$ cat src/rtl/spi_access_pkg.sv
// Shared constants and helpers for the SPI access request generator.
// Contents:
//   SPI_CNT_W_DEF   default timer/period width in bits
//   SPI_PERIOD_1MS  period value giving 1 ms at a 100 MHz clk
//   lowest_set_idx  priority encoder used for pending_id (lowest index wins)
package spi_access_pkg;

   localparam int unsigned SPI_CNT_W_DEF  = 17;
   localparam int unsigned SPI_PERIOD_1MS = 100000;

   // Returns the index of the lowest set bit; 0 when no bit is set.
   function automatic logic [3:0] lowest_set_idx(input logic [15:0] vec);
      logic [3:0] idx;
      idx = '0;
      // Scanning downwards lets the lowest set bit overwrite higher ones.
      for (int unsigned i = 16; i > 0; i--) begin
         if (vec[i-1]) idx = 4'(i - 1);
      end
      return idx;
   endfunction

endpackage

$ cat src/rtl/spi_access_chan.sv
// One request channel: arm/go edge detection, optional periodic timer,
// sticky request flag and sticky overflow flag.
// Optional feature macro: SPI_ACCESS_PERIODIC_EN (builds cnt/per_lat timer).
// Ports:
//   clk, rst_n  clock, synchronous active-low reset
//   arm         enable level; arm=0 clears everything
//   go          trigger, rising edge only
//   ack         single-cycle clear of the request
//   period      timeout in clk cycles, latched on arm rise (ignored without timer)
//   int_out     sticky request flag (registered)
//   int_nxt     next-state of int_out, used by the top for an aligned irq
//   overflow    sticky flag, set when an event arrives while int_out is set
module spi_access_chan #(
   parameter int unsigned CNT_W = spi_access_pkg::SPI_CNT_W_DEF
) (
   input  logic             clk,
   input  logic             rst_n,
   input  logic             arm,
   input  logic             go,
   input  logic             ack,
   input  logic [CNT_W-1:0] period,
   output logic             int_out,
   output logic             int_nxt,
   output logic             overflow
);

   logic arm_d1;
   logic go_d1;
   logic go_rise;
   logic tick;
   logic evt;
   logic ov_nxt;

`ifdef SPI_ACCESS_PERIODIC_EN
   logic             arm_rise;
   logic [CNT_W-1:0] cnt;
   logic [CNT_W-1:0] per_lat;

   always_comb begin
      arm_rise = arm & ~arm_d1;
      // per_lat of zero never matches, so the counter just wraps silently.
      tick     = arm & ~arm_rise & (per_lat != '0) & (cnt == per_lat - 1'b1);
   end

   always_ff @(posedge clk) begin
      if (!rst_n) begin
         cnt     <= '0;
         per_lat <= '0;
      end else if (arm_rise) begin
         cnt     <= '0;
         per_lat <= period;
      end else if (arm) begin
         if (tick) cnt <= '0;
         else      cnt <= cnt + 1'b1;
      end else begin
         cnt <= '0;
      end
   end
`else
   logic unused_period;

   assign unused_period = ^period;
   assign tick          = 1'b0;
`endif

   always_comb begin
      go_rise = go & ~go_d1;
      evt     = (go_rise & arm) | tick;
   end

   // An event in the same cycle as ack wins for int_out, while ack still
   // clears overflow: the ack consumes the old request, the new one stays.
   always_comb begin
      int_nxt = int_out;
      ov_nxt  = overflow;
      if (!arm) begin
         int_nxt = 1'b0;
         ov_nxt  = 1'b0;
      end else begin
         if (evt)      int_nxt = 1'b1;
         else if (ack) int_nxt = 1'b0;
         if (ack)                 ov_nxt = 1'b0;
         else if (evt && int_out) ov_nxt = 1'b1;
      end
   end

   always_ff @(posedge clk) begin
      if (!rst_n) begin
         arm_d1   <= 1'b0;
         go_d1    <= 1'b0;
         int_out  <= 1'b0;
         overflow <= 1'b0;
      end else begin
         arm_d1   <= arm;
         go_d1    <= go;
         int_out  <= int_nxt;
         overflow <= ov_nxt;
      end
   end

endmodule

$ cat src/rtl/spi_access_irq.sv
// Multi-channel SPI access request generator. NCH independent channels
// produce sticky requests; the top combines them into a registered irq and
// a lowest-index-first pending_id for the SPI master sequencer.
// Optional feature macro: SPI_ACCESS_PERIODIC_EN (per-channel periodic timer).
// Ports:
//   clk, rst_n   clock, synchronous active-low reset
//   arm[NCH]     per-channel enable level
//   go[NCH]      per-channel trigger (rising edge)
//   ack[NCH]     per-channel clear pulse
//   period       shared timeout in clk cycles, latched per channel on arm rise
//   int_out[NCH] per-channel sticky request
//   overflow[NCH] per-channel sticky lost-event flag
//   irq          registered OR of int_out, cycle-aligned with int_out
//   pending_id   index of the lowest set int_out, 0 when none
module spi_access_irq
   import spi_access_pkg::*;
#(
   parameter int unsigned NCH   = 4,
   parameter int unsigned CNT_W = SPI_CNT_W_DEF,
   localparam int unsigned PID_W = (NCH > 1) ? $clog2(NCH) : 1
) (
   input  logic             clk,
   input  logic             rst_n,
   input  logic [NCH-1:0]   arm,
   input  logic [NCH-1:0]   go,
   input  logic [NCH-1:0]   ack,
   input  logic [CNT_W-1:0] period,
   output logic [NCH-1:0]   int_out,
   output logic [NCH-1:0]   overflow,
   output logic             irq,
   output logic [PID_W-1:0] pending_id
);

   logic [NCH-1:0] int_nxt;
   logic [15:0]    int_vec;

   for (genvar g = 0; g < NCH; g++) begin : g_chan
      spi_access_chan #(
         .CNT_W (CNT_W)
      ) u_chan (
         .clk      (clk),
         .rst_n    (rst_n),
         .arm      (arm[g]),
         .go       (go[g]),
         .ack      (ack[g]),
         .period   (period),
         .int_out  (int_out[g]),
         .int_nxt  (int_nxt[g]),
         .overflow (overflow[g])
      );
   end

   // Built from next-state so irq rises and falls on the same edge as int_out.
   always_ff @(posedge clk) begin
      if (!rst_n) irq <= 1'b0;
      else        irq <= |int_nxt;
   end

   always_comb begin
      int_vec            = '0;
      int_vec[NCH-1:0]   = int_out;
      pending_id         = PID_W'(lowest_set_idx(int_vec));
   end

endmodule

$ cat config.mk
export PLATFORM = sky130hd
export DESIGN_NAME = spi_access_irq
export DESIGN_NICKNAME = d
export VERILOG_FILES = /design/src/rtl/spi_access_pkg.sv /design/src/rtl/spi_access_chan.sv /design/src/rtl/spi_access_irq.sv
export SDC_FILE = /design/constraint.sdc
export NUM_CORES = 1
export LEC_CHECK = 0
export ABC_AREA = 1
export BUFFER_PORTS_ARGS = -buffer_cell sky130_fd_sc_hd__buf_2
export CORE_MARGIN = 5
export CORE_UTILIZATION = 37
export CTS_CLUSTER_SIZE = 25
export DETAILED_ROUTE_END_ITERATION = 7
export PLACE_DENSITY = 0.75
export SYNTH_ARGS = -nofsm -noshare
export SYNTH_HDL_FRONTEND = slang
export SYNTH_SLANG_ARGS = --single-unit
export TNS_END_PERCENT = 30
$ cat constraint.sdc
create_clock -name clk -period 1 [get_ports clk]
set_input_delay 0.05 -clock clk [delete_from_list [all_inputs] [get_ports clk]]
set_output_delay 0.05 -clock clk [all_outputs]
set_load 0.05 [all_outputs]
==> impl_metrics.toml <==
[drt]
antenna_left = 0
vias = 507
dr.pass1.iters = 4
wl_per_cell_um = 9.32
wirelength_mm = 1.06
drcViolationCount = 0
drt-initial-drc-count = 8
avgViaCountPerCell = 4.45

[sta]
relSlewSlack_pct = 83.4
post-route-period-util_pct = 106
fin_crit_ns = 1.06
tightest_slew_ns = 0.251
setup_slack_ns = -0.0594
fin_hold_ws_ns = 0.0441
rsz0062_at_grt = "true"
setup_viol = 2
max_freq_ghz = 0.944
fin_skew_ns = 0.00813
slew_violations = 0
final_hold_viol_count = 0

[logic_synthesis]
ys_seq_area_share_pct = 46.7
syn-num-nets = 104
syn_avg_cell_area_sq_um = 7.63
netlist_area_sq_um = 557
synthCells = 73
synth-seq-cells = 13
synth_cell_types = 11
synth_warnings = 0

[finish]
layout_commonest_cell = "buf_2"
area_growth_pct = 33.7
antennaDiodeCount = 0
final_nets = 130
final_cell_mix = "20 x buf_2, 12 x inv_1, 11 x nand3_1"
nFillCells = 161
final_util_pct = 50.6
drive_above_1_share_pct = 36.7

[hold_path]
hold_path_class = "in2reg"
min_path_cells = 3

[flow_run]
maxCapViolations = 0

[placed_design]
io_buffers = 24
globalplace.congestion = 0.740
dp_hpwl_um = 834

[clock_tree]
cts-buffers-inserted = 3
root_buffer = "clkbuf_4"
clockBufferDepth = 2
clkLatencyLatePin_ns = 0.27
cts.sinks = 13
cts_tree = "done"
clk_pin_slew_worst_paths_ns = 0.08
cts_max_level = 1

[critical_path]
start_kind = "register"
cp.required_ns = 0.95
crit_arrival_ns = 1.01
critPathMaxStageDelay_ns = 0.36
crit_family = "flip-flops"
cp_num_cells = 4
path_cells = "inv_1 -> a21oi_2 -> nor2_2 -> buf_6"
cp_max_fo = 4
critPathKind = "reg2out"
path_buf_inv = 2
critPathSlowestCell = "dfxtp_2"
endpoint_kind = "output port"
rr_worst_depth = 5

[floorplan]
core_area_sq_um = 1470
pin_count = 42
die-height_um = 48.8
fp-row-count = 14
initial_core_util_pct = 37.8
die_area_sq_um = 2380
dieWidth_um = 48.8

[global_route]
global_route.overflow_total = 0
grt_usage_pct = 9.27
grt_pass1_wl_mm = 1.78
grt_max_degree = 10
grt_pass1_vias = 484
antenna_found_initial = 0

[run_status]
status = "finished, violations left"
violations = "setup timing"

[power]
cellLeakagePower_uw = 0.000404
ir_drop_uv = 704
power_density_nw_per_um2 = 1420
-- layout make-up --
class / count / area [sq um] / area share (%)
Clock inverter: 1 / 5.00 / 0.672
Inverter: 13 / 48.8 / 6.55
Multi-Input combinational cell: 39 / 199 / 26.7
Timing Repair Buffer: 29 / 185 / 24.9
Clock buffer: 3 / 22.5 / 3.03
Sequential cell: 13 / 264 / 35.5
Tap cell: 16 / 20.0 / 2.69
-- registers in the layout, summed over array words and instances, names as in the netlist --
register	flops
g_chan.u_chan.overflow	4
g_chan.u_chan.go_d1	4
g_chan.u_chan.int_out	4
irq	1
-- through the flow --
stage	cells	setup WS (ns)	TNS, ns	total power [uW]	area, sq um
3_5_place_dp	105	0.122	0	728	644
2_1_floorplan	73	-0.0604	-0.0604	679	564
5_1_grt	114	-0.106	-0.210	1110	744
4_1_cts	114	-0.0652	-0.138	1060	741
3_3_place_gp	105	0.152	0	725	644
6_report	114	-0.0594	-0.117	1060	744
-- kinds of logic after synthesis --
kind of cell,count (synthesis),share of synthesized area (%)
AOI/OAI and AO/OA,10,10.8
buffers and inverters,21,19.5
DFF,13,46.7
and+or+nand+nor,29,22.9
-- worst paths after layout --
kind / slack (ns) / to / start
max: -0.06 / pending_id[0] / g_chan[2].u_chan.int_out$_SDFF_PN0_
min: 0.04 / g_chan[3].u_chan.go_d1$_SDFF_PN0_ / rst_n
max reg2reg: 0.10 / irq$_SDFF_PN0_ / g_chan[2].u_chan.int_out$_SDFF_PN0_
min reg2reg: 0.54 / g_chan[3].u_chan.int_out$_SDFF_PN0_ / g_chan[3].u_chan.go_d1$_SDFF_PN0_
-- repair_timing --
action / 4_1_cts / 5_1_grt
pin swaps: 0 / 0
setup endpoints to repair: 5 / 4
hold buffers: 4 / 0
endpoints found under the hold margin: 4 / 0
setup buffers: 1 / 0
gates resized for setup: 8 / 3
-- report_power, final --
group,switching [uW],internal [uW]
logic,121,72.7
registers,11.5,538
clock network,165,148
-- metal layers --
layer / vias to the layer above / share of wire, % / track usage (%)
met1: 217 / 42 / 10.3
li1: 273 / - / -
met4: 0 / 1.9 / 6.73
met2: 15 / 48 / 15.7
met5: - / 0 / 0
met3: 2 / 7.9 / 1.53
-- cell usage after synthesis --
cell / number / area [sq um]
nand3b_1: 1 / 7.51
inv_1: 12 / 45.0
dfxtp_1: 13 / 260
nand2_1: 8 / 30.0
a21oi_1: 6 / 30.0
o21a_1: 4 / 30.0
nand3_1: 11 / 55.1
nor2_1: 8 / 30.0
inv_2: 1 / 3.75
buf_4: 8 / 60.1
nor3_1: 1 / 5.00
-- worst register-to-register path: stages, from the launching register on --
cell     delay [ns]
dfxtp_2        0.34
buf_4          0.13
nand3_1        0.11
nand2_1        0.07
nor2_1         0.08
a21oi_1        0.07
Note: power is estimated with default switching activity, not from simulation.
